==> config.mk <==
export PLATFORM = sky130hd
export DESIGN_NAME = cache_set_ctrl
export DESIGN_NICKNAME = d
export VERILOG_FILES = /design/src/rtl/cache_set_ctrl.sv
export SDC_FILE = /design/constraint.sdc
export NUM_CORES = 1
export LEC_CHECK = 0
export ABC_AREA = 1
export CAP_MARGIN = 20
export CORE_MARGIN = 1
export CORE_UTILIZATION = 44
export DETAILED_ROUTE_END_ITERATION = 8
export HOLD_SLACK_MARGIN = 0.05
export PLACE_DENSITY = 0.78
export SYNTH_ARGS = -nofsm -noshare
export SYNTH_HDL_FRONTEND = slang
export SYNTH_SLANG_ARGS = --single-unit
export TNS_END_PERCENT = 50
==> constraint.sdc <==
create_clock -name clk -period 1.3 [get_ports clk]
set_input_delay 0.13 -clock clk [delete_from_list [all_inputs] [get_ports clk]]
set_output_delay 0.13 -clock clk [all_outputs]
set_load 0.01 [all_outputs]
==> src/rtl/cache_set_ctrl.sv <==
// Write-back, write-allocate controller sequencing one cache set array and a memory bus for one CPU.
// Latency: a hit returns cpu_ack 3 cycles after the request is sampled; misses add victim write-back and refill.
// Backpressure: cpu_req is held until cpu_ack; set and memory ops hold their fields until the matching ack.
//
// Ports:
//   clk, rst                      clock and synchronous active-high reset
//   cpu_req/we/addr/wdata         CPU request; cpu_addr = {tag, index, word}
//   cpu_rdata, cpu_ack, busy      CPU response; busy is high outside IDLE
//   set_*  (out)                  operation to the set: enable, cmp, write, word, tag, index, data, valid_in, dirty_in
//   set_*  (in)                   set response: hit, dirty, valid, ack, tag_out, data_out
//   mem_req/we/addr/wdata         memory request, word address
//   mem_rdata, mem_ack            memory response
//   hit_count, miss_count         saturating statistics, only when CACHE_STATS_EN is defined
//
// Build option: CACHE_STATS_EN adds the hit/miss statistics counters and ports.

module cache_set_ctrl #(
   parameter int TAG_W  = 5,
   parameter int IDX_W  = 3,
   parameter int DATA_W = 16
) (
   input  logic                      clk,
   input  logic                      rst,
   input  logic                      cpu_req,
   input  logic                      cpu_we,
   input  logic [TAG_W+IDX_W+1:0]    cpu_addr,
   input  logic [DATA_W-1:0]         cpu_wdata,
   output logic [DATA_W-1:0]         cpu_rdata,
   output logic                      cpu_ack,
   output logic                      busy,
   output logic                      set_enable,
   output logic                      set_cmp,
   output logic                      set_write,
   output logic [1:0]                set_word,
   output logic [TAG_W-1:0]          set_tag,
   output logic [IDX_W-1:0]          set_index,
   output logic [DATA_W-1:0]         set_data_in,
   output logic                      set_valid_in,
   output logic                      set_dirty_in,
   input  logic                      set_hit,
   input  logic                      set_dirty,
   input  logic                      set_valid,
   input  logic                      set_ack,
   input  logic [TAG_W-1:0]          set_tag_out,
   input  logic [DATA_W-1:0]         set_data_out,
   output logic                      mem_req,
   output logic                      mem_we,
   output logic [TAG_W+IDX_W+1:0]    mem_addr,
   output logic [DATA_W-1:0]         mem_wdata,
   input  logic [DATA_W-1:0]         mem_rdata,
   input  logic                      mem_ack
`ifdef CACHE_STATS_EN
   ,
   output logic [15:0]               hit_count,
   output logic [15:0]               miss_count
`endif
);

   localparam int AW = TAG_W + IDX_W + 2;

   typedef enum logic [2:0] {
      S_IDLE,
      S_CMP,
      S_VICT,
      S_WB_MEM,
      S_WB_RD,
      S_FILL_MEM,
      S_FILL_SET
   } state_t;

   state_t              state_q, state_d;
   logic [1:0]          cnt_q, cnt_d;
   logic [DATA_W-1:0]   buf_q, buf_d;
   logic [TAG_W-1:0]    vtag_q, vtag_d;
   logic                retry_q, retry_d;

   // latched CPU request
   logic                req_we_q, req_we_d;
   logic [TAG_W-1:0]    req_tag_q, req_tag_d;
   logic [IDX_W-1:0]    req_idx_q, req_idx_d;
   logic [1:0]          req_word_q, req_word_d;
   logic [DATA_W-1:0]   req_wdata_q, req_wdata_d;

   // registered outputs
   logic [DATA_W-1:0]   cpu_rdata_q, cpu_rdata_d;
   logic                cpu_ack_q, cpu_ack_d;
   logic                busy_q, busy_d;
   logic                set_enable_q, set_enable_d;
   logic                set_cmp_q, set_cmp_d;
   logic                set_write_q, set_write_d;
   logic [1:0]          set_word_q, set_word_d;
   logic [TAG_W-1:0]    set_tag_q, set_tag_d;
   logic [DATA_W-1:0]   set_data_in_q, set_data_in_d;
   logic                set_valid_in_q, set_valid_in_d;
   logic                set_dirty_in_q, set_dirty_in_d;
   logic                mem_req_q, mem_req_d;
   logic                mem_we_q, mem_we_d;
   logic [AW-1:0]       mem_addr_q, mem_addr_d;
   logic [DATA_W-1:0]   mem_wdata_q, mem_wdata_d;

`ifdef CACHE_STATS_EN
   logic [15:0]         hit_cnt_q, hit_cnt_d;
   logic [15:0]         miss_cnt_q, miss_cnt_d;
`endif

   always_comb begin
      state_d        = state_q;
      cnt_d          = cnt_q;
      buf_d          = buf_q;
      vtag_d         = vtag_q;
      retry_d        = retry_q;
      req_we_d       = req_we_q;
      req_tag_d      = req_tag_q;
      req_idx_d      = req_idx_q;
      req_word_d     = req_word_q;
      req_wdata_d    = req_wdata_q;
      cpu_rdata_d    = cpu_rdata_q;
      cpu_ack_d      = 1'b0;
      set_enable_d   = set_enable_q;
      set_cmp_d      = set_cmp_q;
      set_write_d    = set_write_q;
      set_word_d     = set_word_q;
      set_tag_d      = set_tag_q;
      set_data_in_d  = set_data_in_q;
      set_valid_in_d = set_valid_in_q;
      set_dirty_in_d = set_dirty_in_q;
      mem_req_d      = mem_req_q;
      mem_we_d       = mem_we_q;
      mem_addr_d     = mem_addr_q;
      mem_wdata_d    = mem_wdata_q;
`ifdef CACHE_STATS_EN
      hit_cnt_d      = hit_cnt_q;
      miss_cnt_d     = miss_cnt_q;
`endif

      // Each op state raises its request on the first cycle it sees the
      // enable/req low, holds it, and drops it on the ack edge. That drop
      // guarantees at least one idle cycle before the next state raises.
      case (state_q)
         S_IDLE: begin
            if (cpu_req) begin
               req_we_d       = cpu_we;
               req_tag_d      = cpu_addr[AW-1 -: TAG_W];
               req_idx_d      = cpu_addr[IDX_W+1:2];
               req_word_d     = cpu_addr[1:0];
               req_wdata_d    = cpu_wdata;
               retry_d        = 1'b0;
               cnt_d          = 2'd0;
               // issue the compare straight away to save a cycle on hits
               set_enable_d   = 1'b1;
               set_cmp_d      = 1'b1;
               set_write_d    = cpu_we;
               set_word_d     = cpu_addr[1:0];
               set_tag_d      = cpu_addr[AW-1 -: TAG_W];
               set_data_in_d  = cpu_wdata;
               set_valid_in_d = 1'b0;
               set_dirty_in_d = 1'b0;
               state_d        = S_CMP;
            end
         end

         S_CMP: begin
            if (!set_enable_q) begin
               set_enable_d   = 1'b1;
               set_cmp_d      = 1'b1;
               set_write_d    = req_we_q;
               set_word_d     = req_word_q;
               set_tag_d      = req_tag_q;
               set_data_in_d  = req_wdata_q;
               set_valid_in_d = 1'b0;
               set_dirty_in_d = 1'b0;
            end else if (set_ack) begin
               set_enable_d = 1'b0;
               if (set_hit) begin
                  cpu_ack_d = 1'b1;
                  if (!req_we_q) begin
                     cpu_rdata_d = set_data_out;
                  end
                  state_d = S_IDLE;
`ifdef CACHE_STATS_EN
                  // the post-refill retry is a consequence of a counted miss
                  if (!retry_q && hit_cnt_q != 16'hFFFF) begin
                     hit_cnt_d = hit_cnt_q + 16'd1;
                  end
`endif
               end else begin
                  state_d = S_VICT;
`ifdef CACHE_STATS_EN
                  if (miss_cnt_q != 16'hFFFF) begin
                     miss_cnt_d = miss_cnt_q + 16'd1;
                  end
`endif
               end
            end
         end

         S_VICT: begin
            if (!set_enable_q) begin
               set_enable_d = 1'b1;
               set_cmp_d    = 1'b0;
               set_write_d  = 1'b0;
               set_word_d   = 2'd0;
            end else if (set_ack) begin
               set_enable_d = 1'b0;
               vtag_d       = set_tag_out;
               cnt_d        = 2'd0;
               if (set_valid && set_dirty) begin
                  buf_d   = set_data_out;
                  state_d = S_WB_MEM;
               end else begin
                  state_d = S_FILL_MEM;
               end
            end
         end

         S_WB_MEM: begin
            if (!mem_req_q) begin
               mem_req_d   = 1'b1;
               mem_we_d    = 1'b1;
               mem_addr_d  = {vtag_q, req_idx_q, cnt_q};
               mem_wdata_d = buf_q;
            end else if (mem_ack) begin
               mem_req_d = 1'b0;
               if (cnt_q == 2'd3) begin
                  cnt_d   = 2'd0;
                  state_d = S_FILL_MEM;
               end else begin
                  cnt_d   = cnt_q + 2'd1;
                  state_d = S_WB_RD;
               end
            end
         end

         S_WB_RD: begin
            if (!set_enable_q) begin
               set_enable_d = 1'b1;
               set_cmp_d    = 1'b0;
               set_write_d  = 1'b0;
               set_word_d   = cnt_q;
            end else if (set_ack) begin
               set_enable_d = 1'b0;
               buf_d        = set_data_out;
               state_d      = S_WB_MEM;
            end
         end

         S_FILL_MEM: begin
            if (!mem_req_q) begin
               mem_req_d  = 1'b1;
               mem_we_d   = 1'b0;
               mem_addr_d = {req_tag_q, req_idx_q, cnt_q};
            end else if (mem_ack) begin
               mem_req_d = 1'b0;
               buf_d     = mem_rdata;
               state_d   = S_FILL_SET;
            end
         end

         S_FILL_SET: begin
            if (!set_enable_q) begin
               set_enable_d   = 1'b1;
               set_cmp_d      = 1'b0;
               set_write_d    = 1'b1;
               set_word_d     = cnt_q;
               set_tag_d      = req_tag_q;
               set_data_in_d  = buf_q;
               set_valid_in_d = 1'b1;
               set_dirty_in_d = 1'b0;
            end else if (set_ack) begin
               set_enable_d = 1'b0;
               if (cnt_q == 2'd3) begin
                  cnt_d   = 2'd0;
                  retry_d = 1'b1;
                  state_d = S_CMP;
               end else begin
                  cnt_d   = cnt_q + 2'd1;
                  state_d = S_FILL_MEM;
               end
            end
         end

         default: state_d = S_IDLE;
      endcase

      busy_d = (state_d != S_IDLE);
   end

   always_ff @(posedge clk) begin
      if (rst) begin
         state_q        <= S_IDLE;
         cnt_q          <= '0;
         buf_q          <= '0;
         vtag_q         <= '0;
         retry_q        <= 1'b0;
         req_we_q       <= 1'b0;
         req_tag_q      <= '0;
         req_idx_q      <= '0;
         req_word_q     <= '0;
         req_wdata_q    <= '0;
         cpu_rdata_q    <= '0;
         cpu_ack_q      <= 1'b0;
         busy_q         <= 1'b0;
         set_enable_q   <= 1'b0;
         set_cmp_q      <= 1'b0;
         set_write_q    <= 1'b0;
         set_word_q     <= '0;
         set_tag_q      <= '0;
         set_data_in_q  <= '0;
         set_valid_in_q <= 1'b0;
         set_dirty_in_q <= 1'b0;
         mem_req_q      <= 1'b0;
         mem_we_q       <= 1'b0;
         mem_addr_q     <= '0;
         mem_wdata_q    <= '0;
`ifdef CACHE_STATS_EN
         hit_cnt_q      <= '0;
         miss_cnt_q     <= '0;
`endif
      end else begin
         state_q        <= state_d;
         cnt_q          <= cnt_d;
         buf_q          <= buf_d;
         vtag_q         <= vtag_d;
         retry_q        <= retry_d;
         req_we_q       <= req_we_d;
         req_tag_q      <= req_tag_d;
         req_idx_q      <= req_idx_d;
         req_word_q     <= req_word_d;
         req_wdata_q    <= req_wdata_d;
         cpu_rdata_q    <= cpu_rdata_d;
         cpu_ack_q      <= cpu_ack_d;
         busy_q         <= busy_d;
         set_enable_q   <= set_enable_d;
         set_cmp_q      <= set_cmp_d;
         set_write_q    <= set_write_d;
         set_word_q     <= set_word_d;
         set_tag_q      <= set_tag_d;
         set_data_in_q  <= set_data_in_d;
         set_valid_in_q <= set_valid_in_d;
         set_dirty_in_q <= set_dirty_in_d;
         mem_req_q      <= mem_req_d;
         mem_we_q       <= mem_we_d;
         mem_addr_q     <= mem_addr_d;
         mem_wdata_q    <= mem_wdata_d;
`ifdef CACHE_STATS_EN
         hit_cnt_q      <= hit_cnt_d;
         miss_cnt_q     <= miss_cnt_d;
`endif
      end
   end

   assign cpu_rdata    = cpu_rdata_q;
   assign cpu_ack      = cpu_ack_q;
   assign busy         = busy_q;
   assign set_enable   = set_enable_q;
   assign set_cmp      = set_cmp_q;
   assign set_write    = set_write_q;
   assign set_word     = set_word_q;
   assign set_tag      = set_tag_q;
   assign set_index    = req_idx_q;
   assign set_data_in  = set_data_in_q;
   assign set_valid_in = set_valid_in_q;
   assign set_dirty_in = set_dirty_in_q;
   assign mem_req      = mem_req_q;
   assign mem_we       = mem_we_q;
   assign mem_addr     = mem_addr_q;
   assign mem_wdata    = mem_wdata_q;
`ifdef CACHE_STATS_EN
   assign hit_count    = hit_cnt_q;
   assign miss_count   = miss_cnt_q;
`endif

endmodule

* After elaboration in Yosys (flattened, before gate mapping)
Index checks and enable logic that the tools add are counted.
** Storage, ports and cells
- Output and inout port bits :: 77
- Input bits :: 72
- Logic and storage cells :: 159
- Flip-flop bits (word level) :: 127
** Operators by class
- Add/sub/neg operators :: 1
- Eq/ne operators :: 28
- Multiplexer cells :: 69
- Reduce and logical (&&, ||, !) cells :: 32
- Bitwise logic cells :: 5
** Operators with widths (number)
- 16-bit two-way mux :: 10
- 16-bit case mux with 3 select lines :: 2
- 3-bit two-way mux :: 15
- 2-bit inequality test (second input constant) :: 21
- 2-bit two-way mux :: 13
- 3-bit case mux with 7 select lines :: 1
- 10-bit two-way mux :: 2
- 10-bit case mux with 2 select lines :: 1
- 2-bit case mux with 4 select lines :: 2
- 8-bit AND reduction :: 2
- 5-bit AND reduction :: 3
- 1-bit two-way mux :: 14
- 3-bit nonzero test :: 4
- 4-bit nonzero test :: 3
- 5-bit two-way mux :: 2
- 5-bit case mux with 2 select lines :: 1
- 3-bit equality test (second input constant) :: 3
- 3-bit AND reduction :: 3
- 4-bit AND reduction :: 2
- 2-bit OR reduction :: 4
- 4-bit OR reduction :: 2
- 3-bit by 2-bit equality test with 1-bit output (second input constant) :: 2
- 1-bit case mux with 2 select lines :: 3
- 1-bit case mux with 3 select lines :: 2
- other kinds (10) :: 18

* Longest topological paths before layout
Gate-level depths: netlist of run 1.
- Word-level depth :: 6
- Depth in mapped cells :: 11
- Depth with buffers taken out :: 9

* Least setup slack after synthesis of run 1
OpenSTA, ideal clock, no wires.
- Path type :: reg2reg
- From :: register set_enable_q (netlist: set_enable)
- To :: register cpu_rdata_q[10] (netlist: cpu_rdata[10])
- Period minus slack after synthesis :: 1.417 ns
- Setup time :: 0.132 ns
- Stages on the path, launching flop included :: 7
- Setup slack :: -0.117 ns
- Arrival :: 1.285 ns
- Required time :: 1.168 ns
- Buffers on the path :: 1
- Cell sequence :: dfxtp_1 nand2_1 nor2_2 nand2_2 buf_2 nand2_1 a21oi_1
** Between the ends
- Cells in the longest elaborated chain, start to end :: 1
** Ends and longest elaborated chain
- start, declared :: RTL line 88 : logic set_enable_q, set_enable_d;
- start signal, assigned :: RTL line 333 : set_enable_q <= set_enable_d;
- 5-bit AND reduction (no source line)
- end signal, assigned :: RTL line 330 : cpu_rdata_q <= cpu_rdata_d;
- end, declared :: RTL line 85 : logic [DATA_W-1:0] cpu_rdata_q, cpu_rdata_d;
No other way between the ends.
A chain may end at the register's enable or synchronous reset.

* Worst setup path in the final report of run 1
- From :: register state_q[0]
- To :: register set_data_in_q[9] (netlist: set_data_in[9])
** Between the ends
- Cells in the longest elaborated chain, start to end :: 3
- Elaborated cells on any way between the ends :: 9
- Classes of those cells :: eq/ne (5); mux (1); reduce/logical (3)
** Ends and longest elaborated chain
- start, declared :: RTL line 71 : state_t state_q, state_d;
- start signal, assigned :: RTL line 320 : state_q <= state_d;
- 3-bit equality test, or another cell as far along :: RTL line 139 : case (state_q)
- 2-bit inequality test (no source line) or 3-bit nonzero test (tied branches)
- 4-bit AND reduction (no source line)
- end signal, assigned :: RTL line 338 : set_data_in_q <= set_data_in_d;
- end, declared :: RTL line 93 : logic [DATA_W-1:0] set_data_in_q, set_data_in_d;
Several ways; a longest one is shown, not always the timed one.

==> results of run 1 <==
[final timing paths]
| kind | startpoint | to | slack (ns) | cells past startpoint |
|---|---|---|---|---|
| worst max register to register | state_q[0]$_SDFF_PP0_ | set_data_in[9]$_SDFFE_PP0P_ | -0.22 | 11 |
| worst min-delay path | cpu_addr[2] | set_index[0]$_SDFFE_PP0P_ | 0.30 | 3 |
| worst min register to register | cpu_rdata[2]$_SDFFE_PP0P_ | cpu_rdata[2]$_SDFFE_PP0P_ | 0.46 | 2 |
| worst max-delay path | state_q[0]$_SDFF_PP0_ | set_data_in[9]$_SDFFE_PP0P_ | -0.22 | 11 |
[cell type report]
| cell class | count | area, sq um | area share, % |
|---|---|---|---|
| Clock inverter | 5 | 56.3 | 0.616 |
| Inverter | 36 | 193 | 2.11 |
| Timing Repair Buffer | 235 | 2450 | 26.8 |
| Sequential cell | 126 | 2530 | 27.7 |
| Multi-Input combinational cell | 580 | 3190 | 34.9 |
| Clock buffer | 23 | 509 | 5.57 |
| Tap cell | 168 | 210 | 2.30 |
[routing by layer]
layer | routed length [um] | up-vias | GRT usage (%) | share of wire [%]
li1 | - | 2974 | - | -
met1 | 7740 | 2962 | 34.5 | 39
met2 | 9860 | 321 | 50.0 | 50
met3 | 1440 | 81 | 7.12 | 7.2
met4 | 853 | 0 | 13.9 | 4.3
met5 | 0 | - | 0 | 0
[power breakdown]
| part | switching, mW | internal, mW |
|---|---|---|
| clock | 1.70 | 2.90 |
| combinational | 1.66 | 1.51 |
| sequential | 0.187 | 4.19 |
| total | 3.55 | 8.60 |
[cells in the mapped netlist]
cell,count,share of area (%)
sky130_fd_sc_hd__inv_1,25,1.7
sky130_fd_sc_hd__nand3_1,49,4.5
sky130_fd_sc_hd__dfxtp_1,126,46
sky130_fd_sc_hd__nor2_2,2,0.23
sky130_fd_sc_hd__o21ai_1,4,0.37
sky130_fd_sc_hd__nand3_2,2,0.37
sky130_fd_sc_hd__nand2_2,7,0.80
sky130_fd_sc_hd__a21oi_1,49,4.5
sky130_fd_sc_hd__buf_1,1,0.069
sky130_fd_sc_hd__nand2_1,180,12
sky130_fd_sc_hd__clkinv_1,4,0.27
sky130_fd_sc_hd__o21ai_0,89,8.1
sky130_fd_sc_hd__nand4_1,18,2.1
sky130_fd_sc_hd__clkbuf_1,18,1.2
sky130_fd_sc_hd__nor4_1,1,0.11
sky130_fd_sc_hd__nor2_4,3,0.62
sky130_fd_sc_hd__buf_2,15,1.4
sky130_fd_sc_hd__buf_4,9,1.2
sky130_fd_sc_hd__inv_2,6,0.41
sky130_fd_sc_hd__inv_4,1,0.11
sky130_fd_sc_hd__nor2_1,173,12
sky130_fd_sc_hd__ha_1,1,0.23
sky130_fd_sc_hd__conb_1,1,0.069
sky130_fd_sc_hd__buf_6,6,1.2
[what timing repair did]
| item | 4_1_cts | 5_1_grt |
|---|---|---|
| hold buffers | 0 | 0 |
| setup endpoints to repair | 196 | 123 |
| pin swaps | 23 | 50 |
| setup buffers | 17 | 6 |
| gates cloned | 8 | 4 |
| resized for setup | 182 | 165 |
[logic make-up (layout without fill, tap and decap cells)]
logic type | count (synthesis) | after routing | synth area share (%)
AOI/OAI and AO/OA | 142 | 142 | 13.0
buffers and inverters | 85 | 299 | 7.67
and+or+nand+nor | 435 | 436 | 32.9
DFF | 126 | 126 | 46.1
adders and majority gates | 1 | 1 | 0.229
other | 1 | 1 | 0.0686
[sequential cells by signal, indices dropped and copies added (netlist names), 5 cells and up]
name,count
vtag_q,5
set_data_in,16
req_wdata_q,16
req_tag_q,5
mem_wdata,16
cpu_rdata,16
mem_addr,10
buf_q,16
set_tag,5
[per-stage QoR]
step | util, % | setup WS [ns] | setup TNS, ns | hold slack, ns
2_1_floorplan | - | -0.00175 | -0.0199 | 0.265
3_3_place_gp | 62.2 | -0.241 | -19.01 | 0.452
3_5_place_dp | 62.2 | -0.264 | -20.66 | 0.455
4_1_cts | 71.6 | -0.165 | -6.04 | 0.297
5_1_grt | 75.8 | -0.274 | -15.61 | 0.322
6_report | 75.8 | -0.217 | -10.17 | 0.298
[worst min-delay path, delay by kind of cell]
family	cells	cell delay [ns]
and+or+nand+nor	2	0.15
buffers and inverters	1	0.40
==> summary.md, run 1 <==
| Metric | Value |
|---|---|
| WL/cell | between 15 and 20 um |
| Max IR drop VDD | between 0.8 and 0.9 mV |
| Dpl cells | around 1100 |
| Die boundary width | ~110 um |
| Placeable Area | about 12000 sq um |
| RSZ-0062 raised after global routing | yes |
| Leakage power | 4.08 nW |
| Overall Global Routing Usage | roughly 30% |
| Root buf cell | sky130_fd_sc_hd__clkbuf_16 |
| Initial DRC count | between 600 and 700 |
| CP peak stage delay | 0.32 ns |
| Total of max-cap violations | 0 |
| GRT Residual Overflow | 0 |
| Arrival @ worst endpoint | 1.83 ns |
| Violations in the final reports | setup timing |
| Number of global-route vias before repair | approximately 5900 |
| Post-layout minimum cycle time | between 1.5 and 2 ns |
| Maximum number of pins on one net before global-route repair | between 50 and 60 |
| CP Data Required Time | 1.61 ns |
| Final instance count without filler cells | about 1200 |
| Height of the die | around 110 um |
| Endpoint type of the worst setup path | register |
| Worst Slack Setup Final | -0.217 ns |
| Critical Path, Cell by Cell | buf_12 -> inv_12 -> nand3_4 -> nand2_4 -> buf_6 -> inv_8 -> buf_12 -> nand2_2 -> nand3_2 -> nor2_2 -> nor2_1 |
| Detailed-routing iteration count for the pre-antenna-repair pass | 6 |
| Layout cell share with drive strength beyond 1 | 28.4% |
| Crit share post-route | 117% |
| HPWL Detailed | between 10 and 15 mm |
| RD Place Congestion | between 0.9 and 1 |
| Via count | 6338 |
| Mapped Area | roughly 5500 sq um |
| Wire length of the first global-routing pass | 29.3 mm |
| Total number of nets in the final design | around 1100 |
| Total number of placement rows | 40 |
| Pins Over Slew Limit | 0 |
| Hold Crit Class | in -> reg |
| Starting Density | 45.3% |
| Clock tree buffer depth | 2 |
| Port Buf Inserts | 147 |
| Drt via density | ~5.4 |
| Slowest library cell on the worst path | sky130_fd_sc_hd__dfxtp_2 |
| Power density of the placed cells | between 1000 and 1500 nW/um^2 |
| Sum of routed wire length over all layers | between 15 and 20 mm |
| Count of endpoints failing hold in the final timing report | 0 |
| Cell count after synthesis | 790 |
| Remaining DRCs | 0 |
| Number of library cell types mapped by synthesis | 24 |
| Fillers | between 800 and 900 |
| Most common library cell in the layout ignoring fill and taps | sky130_fd_sc_hd__nor2_1 |
| Total of flip-flops plus latches after synthesis | ~130 |
| Timing-limited maximum frequency | roughly 0.66 GHz |
| Sort of element at the start of the critical path | register |
| Number of buffers created by CTS | 17 |
| PnR Total Power | roughly 12 mW |
| Syn Nets | approximately 860 |
| Post-synthesis sequential area ratio | a little under half |
| Buffering stage count on the worst path with inverters included | 5 |
| Commonest cells after routing, fill and taps aside | sky130_fd_sc_hd__nor2_1 (153), sky130_fd_sc_hd__nand2_1 (139), sky130_fd_sc_hd__dfxtp_1 (122) |
| Number of clock sinks | about 130 |
| Count of synthesis-stage warnings from yosys | 0 |
| Maximum clock skew at final layout | approximately 0.011 ns |
| Maximum level of the CTS H-tree | 4 |
| Worst-path clk slew | ~0.060 ns |
| Initial antenna violation count | 0 |
| Mean cell area of the mapped netlist | about 6.9 sq um |
| Area growth syn-to-layout | 67.3% |
| Cell family contributing the most delay on the critical path | simple AND/OR/NAND/NOR gates |
| Most frequent cell on the critical path | sky130_fd_sc_hd__buf_12 |
| Post-placement cell area | about 7500 sq um |
| Number of top-level pins | 149 |
| Result of the run | finished, violations left |
| TritonCTS clock tree | built |
| Final antenna diode count | 0 |
| Number of nets still failing antenna checks after routing | 0 |
| Kind of critical path | reg -> reg |
| Skew-Pair Late Insertion Delay | around 0.43 ns |
| Biggest fanout along the worst timing path | 8 |
| Area enclosed by the die boundary | roughly 13000 sq um |
| Endpoints failing setup | roughly 100 |
| Post-route cell area | ~9100 sq um |
(Power assumes the default switching activity.)
==> run 2, diff against run 1 <==
--- a/config.mk
+++ b/config.mk
@@ -12,2 +12,3 @@
 export DETAILED_ROUTE_END_ITERATION = 8
+export GPL_ROUTABILITY_DRIVEN = 0
 export HOLD_SLACK_MARGIN = 0.05
==> constraint.sdc (replaced) <==
create_clock -name clk -period 1.3 [get_ports clk]
set_input_delay 0.325 -clock clk [delete_from_list [all_inputs] [get_ports clk]]
set_output_delay 0.325 -clock clk [all_outputs]
set_load 0.01 [all_outputs]
==> summary.md, run 2 (same netlist as run 1, synthesis figures left out) <==
| Metric | Value |
|---|---|
| Starting Density | 45.3% (unchanged) |
| Max IR drop VDD | 0.738 mV (was 0.805 mV) |
| WL/cell | 15.2 um (was 16.9 um) |
| Detailed-routing iteration count for the pre-antenna-repair pass | 5 (was 6) |
| Height of the die | 113 um (unchanged) |
| Number of global-route vias before repair | 5568 (was 5934) |
| Maximum number of pins on one net before global-route repair | 61 (was 58) |
| Clock tree buffer depth | 2 (unchanged) |
| Total of max-cap violations | 0 (unchanged) |
| Endpoint type of the worst setup path | register (unchanged) |
| Number of buffers created by CTS | 17 (unchanged) |
| Maximum level of the CTS H-tree | 4 (unchanged) |
| Pins Over Slew Limit | 0 (unchanged) |
| Port Buf Inserts | 147 (unchanged) |
| Area growth syn-to-layout | 54.1% (was 67.3%) |
| Biggest fanout along the worst timing path | 8 (unchanged) |
| Timing-limited maximum frequency | 0.673 GHz (was 0.659 GHz) |
| Worst Slack Setup Final | -0.185 ns (was -0.217 ns) |
| Post-layout minimum cycle time | 1.49 ns (was 1.52 ns) |
| Total number of nets in the final design | 1054 (was 1069) |
| PnR Total Power | 11.8 mW (was 12.1 mW) |
| Result of the run | finished, violations left (unchanged) |
| Remaining DRCs | 0 (unchanged) |
| Total number of placement rows | 40 (unchanged) |
| Worst-path clk slew | 0.06 ns (about the same) |
| Root buf cell | sky130_fd_sc_hd__clkbuf_16 (unchanged) |
| Post-route cell area | 8430 sq um (was 9150 sq um) |
| Number of top-level pins | 149 (unchanged) |
| Overall Global Routing Usage | 25.4% (was 29.2%) |
| Layout cell share with drive strength beyond 1 | 32.5% (was 28.4%) |
| HPWL Detailed | 11.1 mm (was 11.0 mm) |
| Post-placement cell area | 7480 sq um (was 7510 sq um) |
| Arrival @ worst endpoint | 1.78 ns (was 1.83 ns) |
| Die boundary width | 113 um (unchanged) |
| Drt via density | 5.16 (was 5.40) |
| CP Data Required Time | 1.60 ns (was 1.61 ns) |
| Skew-Pair Late Insertion Delay | 0.41 ns (was 0.43 ns) |
| Area occupied by multi-input gates | 2920 sq um (was 3190 sq um) |
| Core occupancy in the finished layout | 69.9% (was 75.8%) |
| Fillers | 984 (was 808) |
| Crit share post-route | 114% (was 117%) |
| Number of nets still failing antenna checks after routing | 0 (unchanged) |
| Most common library cell in the layout ignoring fill and taps | sky130_fd_sc_hd__nor2_1 (unchanged) |
| Leakage power | 3.68 nW (was 4.08 nW) |
| Endpoints failing setup | 74 (was 103) |
| Initial antenna violation count | 0 (unchanged) |
| Sort of element at the start of the critical path | register (unchanged) |
| Combined flip-flop and latch cell area | 2580 sq um (was 2530 sq um) |
| TritonCTS clock tree | built (unchanged) |
| RSZ-0062 raised after global routing | yes (unchanged) |
| Count of endpoints failing hold in the final timing report | 0 (unchanged) |
| Via count | 5997 (was 6338) |
| Number of clock sinks | 126 (unchanged) |
| Wire length of the first global-routing pass | 26.0 mm (was 29.3 mm) |
| Hold Crit Class | in -> reg (unchanged) |
| Initial DRC count | 378 (was 622) |
| Violations in the final reports | setup timing (unchanged) |
| Final antenna diode count | 0 (unchanged) |
| Sum of routed wire length over all layers | 17.6 mm (was 19.9 mm) |
| Placeable Area | 12100 sq um (unchanged) |
| Power density of the placed cells | 1400 nW/um^2 (was 1330 nW/um^2) |
| Commonest cells after routing, fill and taps aside | sky130_fd_sc_hd__nor2_1 (166), sky130_fd_sc_hd__nand2_1 (152), sky130_fd_sc_hd__dfxtp_1 (87) (was sky130_fd_sc_hd__nor2_1 (153), sky130_fd_sc_hd__nand2_1 (139), sky130_fd_sc_hd__dfxtp_1 (122)) |
| Dpl ws | -0.457 ns (was -0.264 ns) |
| GRT Residual Overflow | 0 (unchanged) |
| Area enclosed by the die boundary | 12900 sq um (unchanged) |
| Kind of critical path | reg -> reg (unchanged) |
| Maximum clock skew at final layout | 0.0103 ns (was 0.0106 ns) |
==> run 2: worst paths after layout <==
kind	startpoint	slack (ns)	to	depth (start not counted)
setup / recovery	state_q[0]$_SDFF_PP0_	-0.19	set_data_in[13]$_SDFFE_PP0P_	10
hold / removal	set_ack	0.39	cpu_ack$_SDFF_PP0_	4
setup reg to reg	state_q[0]$_SDFF_PP0_	-0.19	set_data_in[13]$_SDFFE_PP0P_	10
hold reg to reg	mem_addr[5]$_SDFFE_PP0P_	0.46	mem_addr[5]$_SDFFE_PP0P_	2
==> run 2: area by class of cell <==
type                       count  area share (%)
clock buffer                  22            5.51
clock inverter                10            1.62
inverter                      36            1.92
multi-input combinational    580            34.7
sequential                   126            30.6
tap                          168            2.49
timing repair buffer         220            23.2
==> run 2: what timing repair did <==
action / CTS / global route
pin swaps: 11 / 42
setup endpoints to repair: 179 / 176
cloned: 2 / 5
endpoints found under the hold margin: 0 / 0
hold buffers: 0 / 0
setup buffers: 5 / 6
gates resized for setup: 302 / 168
==> run 2: per-layer routing <==
| layer | up-vias | wire length (um) | GRT usage (%) | part of all wire, % |
|---|---|---|---|---|
| met2 | 246 | 8590 | 41.8 | 49 |
| li1 | 2937 | - | - | - |
| met1 | 2779 | 7520 | 32.0 | 43 |
| met4 | 0 | 403 | 11.5 | 2.3 |
| met3 | 35 | 1110 | 5.47 | 6.3 |
| met5 | - | 0 | 0 | 0 |
==> run 2: worst max-delay path, stage by stage, from the launching register on <==
cell	delay [ns]
sky130_fd_sc_hd__dfxtp_4	0.42
sky130_fd_sc_hd__buf_6	0.14
sky130_fd_sc_hd__nand2_4	0.08
sky130_fd_sc_hd__nand2_4	0.09
sky130_fd_sc_hd__buf_6	0.10
sky130_fd_sc_hd__inv_6	0.04
sky130_fd_sc_hd__clkbuf_16	0.15
sky130_fd_sc_hd__nand2_1	0.06
sky130_fd_sc_hd__nand3_1	0.08
sky130_fd_sc_hd__nor2_1	0.14
sky130_fd_sc_hd__nor2_1	0.06
==> run 2: report_power, final <==
group / switching, mW / total [mW] / internal (mW) / leakage [nW]
clock: 1.73 / 4.84 / 3.11 / 0.287
sequential: 0.191 / 4.40 / 4.21 / 1.05
combinational: 1.41 / 2.60 / 1.19 / 2.35
total: 3.33 / 11.8 / 8.51 / 3.68
==> run 2: per-stage QoR <==
stage	TNS (ns)	hold WS [ns]	cells
5_1_grt	-11.62	0.407	1162
3_5_place_dp	-39.42	0.451	1112
2_1_floorplan	-0.0199	0.440	790
6_report	-5.37	0.388	1162
3_3_place_gp	-37.05	0.447	1112
4_1_cts	-2.56	0.466	1151
==> patch, RTL diff (flow settings as in run 1) <==
`cpu_rdata_q` no longer has a reset.
--- a/src/rtl/cache_set_ctrl.sv
+++ b/src/rtl/cache_set_ctrl.sv
@@ -297,7 +297,6 @@
          req_idx_q      <= '0;
          req_word_q     <= '0;
          req_wdata_q    <= '0;
-         cpu_rdata_q    <= '0;
          cpu_ack_q      <= 1'b0;
          busy_q         <= 1'b0;
          set_enable_q   <= 1'b0;
@@ -327,7 +326,6 @@
          req_idx_q      <= req_idx_d;
          req_word_q     <= req_word_d;
          req_wdata_q    <= req_wdata_d;
-         cpu_rdata_q    <= cpu_rdata_d;
          cpu_ack_q      <= cpu_ack_d;
          busy_q         <= busy_d;
          set_enable_q   <= set_enable_d;
@@ -347,6 +345,10 @@
          miss_cnt_q     <= miss_cnt_d;
 `endif
       end
+   end
+
+   always_ff @(posedge clk) begin
+      cpu_rdata_q <= cpu_rdata_d;
    end
 
    assign cpu_rdata    = cpu_rdata_q;
Formal check against the unedited RTL: differs if rst is asserted again (counterexample within 4 cycles, from zero or initial values and one cycle with rst high); with rst held inactive, the same outputs for 4 cycles.
==> patch against run 1 <==
Worst setup slack got worse by 0.037 ns; largest power group unchanged; final area rose by 2.5%; sequential cell count did not move; power fell by 5.5%; sequential share of layout area rose by 1.1 points; synthesized area rose by 1.1%; count of clock-buffer cells in the layout did not move; wire length fell by 3.0%; the run ends with design-rule violations, negative setup slack left.
==> patch: results (changes against run 1) <==
Parameter                              Value

Status
  Run status ... finished, violations left (unchanged)
  Violated checks ... design-rule violations, negative setup slack (was negative setup slack)

Logic synthesis
  Portion of the post-synthesis area used by sequential elements ... 48.51% (was 46.13%)
  Synth unique cells ... 31 (was 24)
  Syn nets ... 839 (was 863)
  Ranking of synthesized cells by instance count ... sky130_fd_sc_hd__nand2_1 (189), sky130_fd_sc_hd__nor2_1 (184), sky130_fd_sc_hd__dfxtp_1 (110), sky130_fd_sc_hd__o21ai_0 (89), sky130_fd_sc_hd__nand3_1 (31) (was sky130_fd_sc_hd__nand2_1 (180), sky130_fd_sc_hd__nor2_1 (173), sky130_fd_sc_hd__dfxtp_1 (126), sky130_fd_sc_hd__o21ai_0 (89))
  Synthesized-area fraction occupied by ao, oa, aoi and oai cells ... 11.22% (was 13.00%)
  Post-Synth Adder-Cell Area ... 0.2262% (was 0.2288%)
  Synth top area cells ... sky130_fd_sc_hd__dfxtp_1 (40%), sky130_fd_sc_hd__nand2_1 (13%), sky130_fd_sc_hd__nor2_1 (12%) (was sky130_fd_sc_hd__dfxtp_1 (46%), sky130_fd_sc_hd__nand2_1 (12%), sky130_fd_sc_hd__nor2_1 (12%))

Critical path
  Worst-case reg-to-reg path depth ... 10 (was 11)
  Worst flop-to-flop path startpoint ... state_q[1]$_SDFF_PP0_ (was state_q[0]$_SDFF_PP0_)
  Data arrival time of the critical path ... 1.86 ns (was 1.83 ns)
  Critical register-to-register path endpoint ... buf_q[10]$_SDFFE_PP0P_ (was set_data_in[9]$_SDFFE_PP0P_)
  Crit Path Max Fanout ... 16 (was 8)

Clock tree
  Insertion delay of the later-clocked pin in the worst-skew pair ... 0.41 ns (was 0.43 ns)

Detailed routing
  Detail-routed net length per standard cell ... 16.64 um (was 16.95 um)
  Remaining DRCs ... 2 (was 0)
  Detailed Route Iter0 Violations ... 499 (was 622)
  Router iterations before antenna repair ... 7 (was 6)
  Routed via count divided by cell count ... 5.268 (was 5.403)

Worst hold path
  Worst-case hold path end point ... cpu_rdata[13]$_DFFE_PP_ (was set_index[0]$_SDFFE_PP0P_)
  Worst hold path cell count ... 1 (was 3)

Global routing
  Met2 capacity usage during global routing ... 47.60% (was 50.00%)
  GR met3 Demand/Resource ... 4.764% (was 7.120%)
  Pin count of the biggest net entering global routing ... 69 (was 58)
  Via count of the first global-routing pass ... 5,566 (was 5,934)

Place
  Placer Congestion ... 0.8813 (was 0.9247)
  Setup WS pre-CTS ... -0.3801 ns (was -0.2638 ns)
  Cell area after placement ... 7480 um^2 (was 7506 um^2)
  Post-DP HPWL ... 10.79 mm (was 10.96 mm)

Timing
  Total setup violations reported at the end of the flow ... 119 (was 103)
  Worst Setup Slack, final ... -0.2538 ns (was -0.2167 ns)
  Post-route clock skew ... 0.009797 ns (was 0.01061 ns)

Final layout
  Count of nets after finishing ... 1,051 (was 1,069)
  Proportion of layout cells with a drive suffix above 1 ... 28.96% (was 28.36%)

Pwr
  Clock network fraction of total power ... 40.3% (was 37.9%)
  Net switching share of the total power ... 27.73% (was 29.23%)
  Seq. pwr ... 4.37 mW (was 4.38 mW)
==> patch: area by class of cell <==
class / instances / area share [%]
Clock inverter: 9 / 0.8677
Clock buffer: 23 / 5.326
Timing Repair inverter: 1 / 0.1735
Timing Repair Buffer: 235 / 26.28
Inverter: 37 / 2.029
Sequential cell: 126 / 28.79
Tap cell: 168 / 2.243
Multi-Input combinational cell: 560 / 34.28
==> patch: how the worst max path moves through the flow <==
stage / from / end / slack [ns] / cells past startpoint
floorplan: state_q[1]$_SDFF_PP0_ / cpu_rdata[0]$_DFFE_PP_ / -0.32 / 4
global placement: set_ack / cpu_rdata[13]$_DFFE_PP_ / -0.35 / 5
detailed placement: set_ack / cpu_rdata[11]$_DFFE_PP_ / -0.38 / 5
CTS: state_q[1]$_SDFF_PP0_ / busy$_SDFF_PP0_ / -0.17 / 10
global route: state_q[1]$_SDFF_PP0_ / buf_q[10]$_SDFFE_PP0P_ / -0.31 / 10
finish: state_q[1]$_SDFF_PP0_ / buf_q[10]$_SDFFE_PP0P_ / -0.25 / 10
==> patch: metrics by stage <==
| step | util [%] | std cells | setup TNS (ns) | power, mW |
|---|---|---|---|---|
| CTS | 73.78 | 1156 | -11.75 | 11.24 |
| detailed placement | 61.76 | 1089 | -29.07 | 6.191 |
| global route | 77.39 | 1159 | -25.11 | 11.89 |
| finish | 77.39 | 1159 | -17.30 | 11.47 |
| floorplan | - | 766 | -8.844 | 5.323 |
| global placement | 61.76 | 1089 | -26.67 | 6.167 |
==> patch: repair_timing <==
item,CTS,global route
pin swaps,33,48
endpoints found under the setup margin,199,127
resized for setup,257,126
setup buffers,21,4
gates cloned,14,2
==> patch: kinds of logic (layout without fill, tap and decap cells) <==
group / Yosys count / after routing
AO/OA/AOI/OAI: 122 / 122
flip-flops: 126 / 126
other: 1 / 1
buffers and inverters: 83 / 305
AND/OR/NAND/NOR: 433 / 436
adder cells (fa/ha/maj): 1 / 1
==> patch: layer usage <==
metal	share of wire, %	up-vias
met5	0	-
li1	-	2883
met2	50	306
met4	3.1	0
met1	39	2865
met3	7.4	52
==> patch: critical path: stages (launching register included) <==
cell                       delay, ns
sky130_fd_sc_hd__dfxtp_4        0.36
sky130_fd_sc_hd__clkinv_4       0.05
sky130_fd_sc_hd__buf_6          0.11
sky130_fd_sc_hd__buf_12         0.11
sky130_fd_sc_hd__nand3_4        0.13
sky130_fd_sc_hd__buf_12         0.20
sky130_fd_sc_hd__nand2_2        0.07
sky130_fd_sc_hd__nand2_1        0.08
sky130_fd_sc_hd__nand3b_1       0.20
sky130_fd_sc_hd__nand2_2        0.10
sky130_fd_sc_hd__nor2_2         0.04
